## src/rtl/bus_arbiter_ctrl.sv

```systemverilog
// Round-robin bus arbiter with a registered one-hot grant and a one-cycle dead gap between owners.
// Defining ARB_TIMEOUT_EN adds a hold-timeout watchdog that force-releases and masks the owner.
module bus_arbiter_ctrl #(
    parameter int unsigned INT_MASTER_COUNT = 2,
    parameter int unsigned INT_SLAVE_COUNT  = 3,
    parameter int unsigned SLAVE_ID_WIDTH   = 2,
    parameter int unsigned HOLD_TIMEOUT     = 1024
) (
    input  logic                                       clk,
    input  logic                                       rst,
    input  logic [INT_MASTER_COUNT-1:0]                req,
    input  logic [INT_MASTER_COUNT*SLAVE_ID_WIDTH-1:0] req_slave,
    input  logic [INT_MASTER_COUNT-1:0]                done,
    output logic [INT_MASTER_COUNT-1:0]                grant,
    output logic [SLAVE_ID_WIDTH-1:0]                  grant_slave,
    output logic                                       bus_busy,
    output logic                                       timeout,
    output logic [$clog2(INT_MASTER_COUNT)-1:0]        last_owner
);

    localparam int unsigned OwnerWidth = $clog2(INT_MASTER_COUNT);
    localparam logic [SLAVE_ID_WIDTH-1:0] MaxSlaveId = SLAVE_ID_WIDTH'(INT_SLAVE_COUNT);
    localparam logic [OwnerWidth-1:0] LastMaster = OwnerWidth'(INT_MASTER_COUNT - 1);

    typedef enum logic [1:0] {StIdle, StHold, StGap} state_e;

    state_e                      state_q, state_d;
    logic [INT_MASTER_COUNT-1:0] grant_q, grant_d;
    logic [SLAVE_ID_WIDTH-1:0]   slave_q, slave_d;
    logic [OwnerWidth-1:0]       owner_q, owner_d;
    logic                        busy_q, busy_d;
    logic                        timeout_q, timeout_d;

    logic [SLAVE_ID_WIDTH-1:0]   slave_id [INT_MASTER_COUNT];
    logic [INT_MASTER_COUNT-1:0] eligible;
    logic [INT_MASTER_COUNT-1:0] mask_q;
    logic                        any_eligible;
    logic [OwnerWidth-1:0]       winner;
    logic                        normal_release;
    logic                        forced_release;

`ifdef ARB_TIMEOUT_EN
    localparam int unsigned CntWidth = $clog2(HOLD_TIMEOUT) + 1;
    localparam logic [CntWidth-1:0] CntLimit = CntWidth'(HOLD_TIMEOUT - 1);

    logic [CntWidth-1:0]         cnt_q, cnt_d;
    logic [INT_MASTER_COUNT-1:0] mask_d;

    assign forced_release = (state_q == StHold) && (cnt_q == CntLimit);

    always_comb begin
        // A timed-out master stays masked until it is seen with req low.
        mask_d = mask_q & req;
        cnt_d  = '0;
        if (state_q == StHold) begin
            cnt_d = (cnt_q == '1) ? cnt_q : cnt_q + 1'b1;
        end
        if (forced_release && !normal_release) begin
            mask_d[owner_q] = 1'b1;
        end
    end

    always_ff @(posedge clk) begin
        if (rst) begin
            cnt_q  <= '0;
            mask_q <= '0;
        end else begin
            cnt_q  <= cnt_d;
            mask_q <= mask_d;
        end
    end
`else
    assign mask_q         = '0;
    assign forced_release = 1'b0;
`endif

    always_comb begin
        for (int i = 0; i < INT_MASTER_COUNT; i++) begin
            slave_id[i] = req_slave[i*SLAVE_ID_WIDTH +: SLAVE_ID_WIDTH];
            eligible[i] = req[i] && (slave_id[i] != '0) && (slave_id[i] <= MaxSlaveId)
                          && !mask_q[i];
        end
    end

    // Scan farthest-first so the index closest after the last owner overwrites the rest.
    always_comb begin
        int unsigned idx;
        idx          = 0;
        winner       = owner_q;
        any_eligible = 1'b0;
        for (int k = INT_MASTER_COUNT; k >= 1; k--) begin
            idx = (32'(owner_q) + 32'(k)) % INT_MASTER_COUNT;
            if (eligible[idx]) begin
                winner       = OwnerWidth'(idx);
                any_eligible = 1'b1;
            end
        end
    end

    assign normal_release = done[owner_q] || !req[owner_q];

    always_comb begin
        state_d   = state_q;
        grant_d   = grant_q;
        slave_d   = slave_q;
        owner_d   = owner_q;
        timeout_d = 1'b0;
        unique case (state_q)
            StIdle: begin
                if (any_eligible) begin
                    state_d         = StHold;
                    grant_d         = '0;
                    grant_d[winner] = 1'b1;
                    slave_d         = slave_id[winner];
                    owner_d         = winner;
                end
            end
            StHold: begin
                if (normal_release || forced_release) begin
                    state_d   = StGap;
                    grant_d   = '0;
                    slave_d   = '0;
                    timeout_d = forced_release && !normal_release;
                end
            end
            StGap:   state_d = StIdle;
            default: state_d = StIdle;
        endcase
        busy_d = |grant_d;
    end

    always_ff @(posedge clk) begin
        if (rst) begin
            state_q   <= StIdle;
            grant_q   <= '0;
            slave_q   <= '0;
            owner_q   <= LastMaster;
            busy_q    <= 1'b0;
            timeout_q <= 1'b0;
        end else begin
            state_q   <= state_d;
            grant_q   <= grant_d;
            slave_q   <= slave_d;
            owner_q   <= owner_d;
            busy_q    <= busy_d;
            timeout_q <= timeout_d;
        end
    end

    assign grant       = grant_q;
    assign grant_slave = slave_q;
    assign bus_busy    = busy_q;
    assign timeout     = timeout_q;
    assign last_owner  = owner_q;

endmodule

```

## config.mk

```make
export PLATFORM = sky130hd
export DESIGN_NAME = bus_arbiter_ctrl
export DESIGN_NICKNAME = d
export VERILOG_FILES = /design/src/rtl/bus_arbiter_ctrl.sv
export SDC_FILE = /design/constraint.sdc
export NUM_CORES = 1
export LEC_CHECK = 0
export CORE_AREA = 4 4 41 43
export CTS_CLUSTER_DIAMETER = 120
export DETAILED_ROUTE_END_ITERATION = 7
export DIE_AREA = 0 0 45 47
export DONT_BUFFER_PORTS = 1
export HOLD_SLACK_MARGIN = 0.05
export PLACE_DENSITY = 0.48
export SLEW_MARGIN = 20
export SYNTH_ARGS = -nofsm -noshare
export SYNTH_HDL_FRONTEND = slang
export SYNTH_SLANG_ARGS = --single-unit
```

## constraint.sdc

```tcl
create_clock -name clk -period 2.6 [get_ports clk]
set_input_delay 0.26 -clock clk [delete_from_list [all_inputs] [get_ports clk]]
set_output_delay 0.26 -clock clk [all_outputs]
set_load 0.005 [all_outputs]
```

==> flow_summary_export.csv <==
group,metric,value,unit
outcome,status,"finished, final reports clean",
min_path,hp-class,"input pin to flip-flop",
pwr,power.density,692.2,nW/µm²
die,die_area,2115,µm²
sta,drv_slew,0,
critical_path,worstPathArrival,1.44,ns
sta,finalClockSkew,0.006553,ns
critical_path,ff2ff_path_depth,4,
global_routing,grt_pass1_wl,1.331,mm
sta,final-setup-viol-count,0,
yosys,yosysWarnings,0,
yosys,synth-seq-area-share,0.4183,
critical_path,cp-end-kind,"flip-flop",
clock_tree,cts_tree,"yes",
global_routing,grt_pass1_vias,318,
critical_path,path_class,"flip-flop to flip-flop",
die,fp.dieW,45,µm
sta,max_freq,790.9,MHz
pwr,irDropWorstVdd,0.2094,mV
detailed_routing,vias_per_cell,5.379,
layout,drive_above_1_share,0.1395,
global_routing,gr-total-overflow,0,
place,routabilityCongestion,0.8011,
sta,period_minus_slack,1.264,ns
detailed_routing,drt-initial-drc-count,6,
clock_tree,cts.sinks,8,
yosys,synth.avg_cell_area,9.338,µm²
yosys,syn_nets,51,
global_routing,gr-usage-all-layers,0.08789,
global_routing,antenna_found_initial,0,
die,rows,13,
yosys,netlist_area,382.9,µm²
sta,layout_worst_path_cycle_share,0.4863,
min_path,min_path_cells,1,
yosys,syn_inst,41,
global_routing,met1_usage,0.09840,
clock_tree,path_clk_slew,0.06,ns
detailed_routing,via_count,312,
sta,rsz0062_at_grt,"no",
detailed_routing,antenna_left,0,
pwr,power_leakage,0.1422,nW
clock_tree,ctsRootBufferMaster,"clkbuf_4",
global_routing,grt_start_max_net_pins,8,
die,core-area,1301,µm²
clock_tree,cts_resized,0,
global_routing,grtUsageMet2,0.1299,
clock_tree,numCtsBuffers,3,
layout,area_delta_synth_final,8.824,%
clock_tree,holdBufCountCts,0,
die,start_util,0.2942,
sta,hold_viol,0,
place,port_buffers,0,
detailed_routing,firstDrtPassIters,4,
global_routing,grtUsageMet3,0.04981,
sta,whs,0.08010,ns
detailed_routing,drc,0,
critical_path,cp.required,2.78,ns
yosys,ys_types,21,
layout,nets,55,
layout,num_antenna_cells,0,
die,die_y,47,µm
critical_path,path_max_fanout,6,
clock_tree,cts_setup_buffers,0,
place,dp_hpwl,699.7,µm
detailed_routing,avgRoutedWirePerCell,14.53,µm
detailed_routing,drt_wl_total,843,µm
sta,fin_tns_setup,0,ns
global_routing,busiest_layer,"met2",
yosys,synth_seq_cells,8,
clock_tree,htreeDepth,1,
clock_tree,clkLatencyLatePin,0.25,ns
run,cap_violations,0,
die,ioPinCount,17,
clock_tree,cts.path.max_buffers,2,
critical_path,startpoint_type,"flip-flop",
[worst paths after layout]
check | startpoint | to | slack [ns]
max | state_q[1] | grant_slave[0] | 1.34
min | rst | bus_busy | 0.08
max reg2reg | state_q[1] | grant_slave[0] | 1.34
min reg2reg | grant_slave[1] | grant_slave[1] | 0.48
[power breakdown]
group	internal, mW	switching [mW]	leakage, nW	total, mW
clock	0.0527	0.0399	0.0138	0.0926
combinational	0.0205	0.0240	0.0624	0.0445
sequential	0.136	0.0151	0.0661	0.151
[worst max-delay path: stages, from the launching register on]
cell	delay [ns]
dfxtp_1	0.35
or2_4	0.29
a2111oi_4	0.33
a22oi_1	0.15
o21ai_0	0.09
[flip-flops by register name, indices dropped and copies added, names as in the netlist]
name / cells
grant_slave: 2
grant: 2
bus_busy: 1
state_q: 2
last_owner: 1
[cells in the mapped netlist]
cell       instances  area share
o311ai_2           1       0.042
o2bb2ai_1          1       0.023
o2111a_1           1       0.029
nand2_1            6       0.059
o21ai_0            4       0.052
o311ai_0           1       0.023
o21bai_1           2       0.039
or2_4              1       0.023
dfxtp_1            8        0.42
buf_4              1       0.020
o22ai_1            1       0.016
a2111oi_4          1       0.072
conb_1             1      0.0098
o21ai_1            2       0.026
a21oi_1            1       0.013
o21a_1             1       0.020
inv_1              2       0.020
nand3b_1           1       0.020
nor2_1             1      0.0098
nor3_1             2       0.026
a22oi_1            2       0.039
[routing by layer]
layer / part of all wire / vias up
met5: 0 / -
met4: 0 / 0
met3: 0.14 / 0
li1: - / 159
met1: 0.42 / 139
met2: 0.44 / 14
[layout make-up]
| cell class | count | area, µm² |
|---|---|---|
| Sequential cell | 8 | 160.2 |
| Fill cell | 152 | 884.6 |
| Tap cell | 15 | 18.77 |
| Clock buffer | 3 | 22.52 |
| Multi-Input combinational cell | 30 | 207.7 |
| Inverter | 2 | 7.507 |
[kinds of logic (layout without fill, tap and decap cells)]
family / count (synthesis) / after routing / synth area share
flip-flops: 8 / 8 / 0.4183
AO/OA/AOI/OAI: 18 / 18 / 0.3954
buffers and inverters: 3 / 5 / 0.03923
other: 1 / 1 / 0.009795
AND/OR/NAND/NOR: 11 / 11 / 0.1373
[through the flow]
stage	std cells	util	total power [mW]	worst slack [ns]	area, µm²
2_1_floorplan	41	-	0.1894	1.454	382.9
3_3_place_gp	55	0.3029	0.1978	1.355	394.1
3_5_place_dp	55	0.3029	0.1992	1.341	394.1
4_1_cts	58	0.3202	0.2939	1.330	416.7
5_1_grt	58	0.3202	0.3030	1.233	416.7
6_report	58	0.3202	0.2884	1.336	416.7
[layout by cell type, fill, tap and decap left out]
cell and count:
nor2_1 1, o21bai_1 2, nand2_1 6, inv_1 2, o2111a_1 1, a21oi_1 1
or2_4 1, clkbuf_4 3, o22ai_1 1, a22oi_1 2, o21ai_0 4, o2bb2ai_1 1
nor3_1 2, conb_1 1, a2111oi_4 1, o21a_1 1, nand3b_1 1, o21ai_1 2
dfxtp_1 8, o311ai_0 1, o311ai_2 1
(Power assumes the default switching activity.)
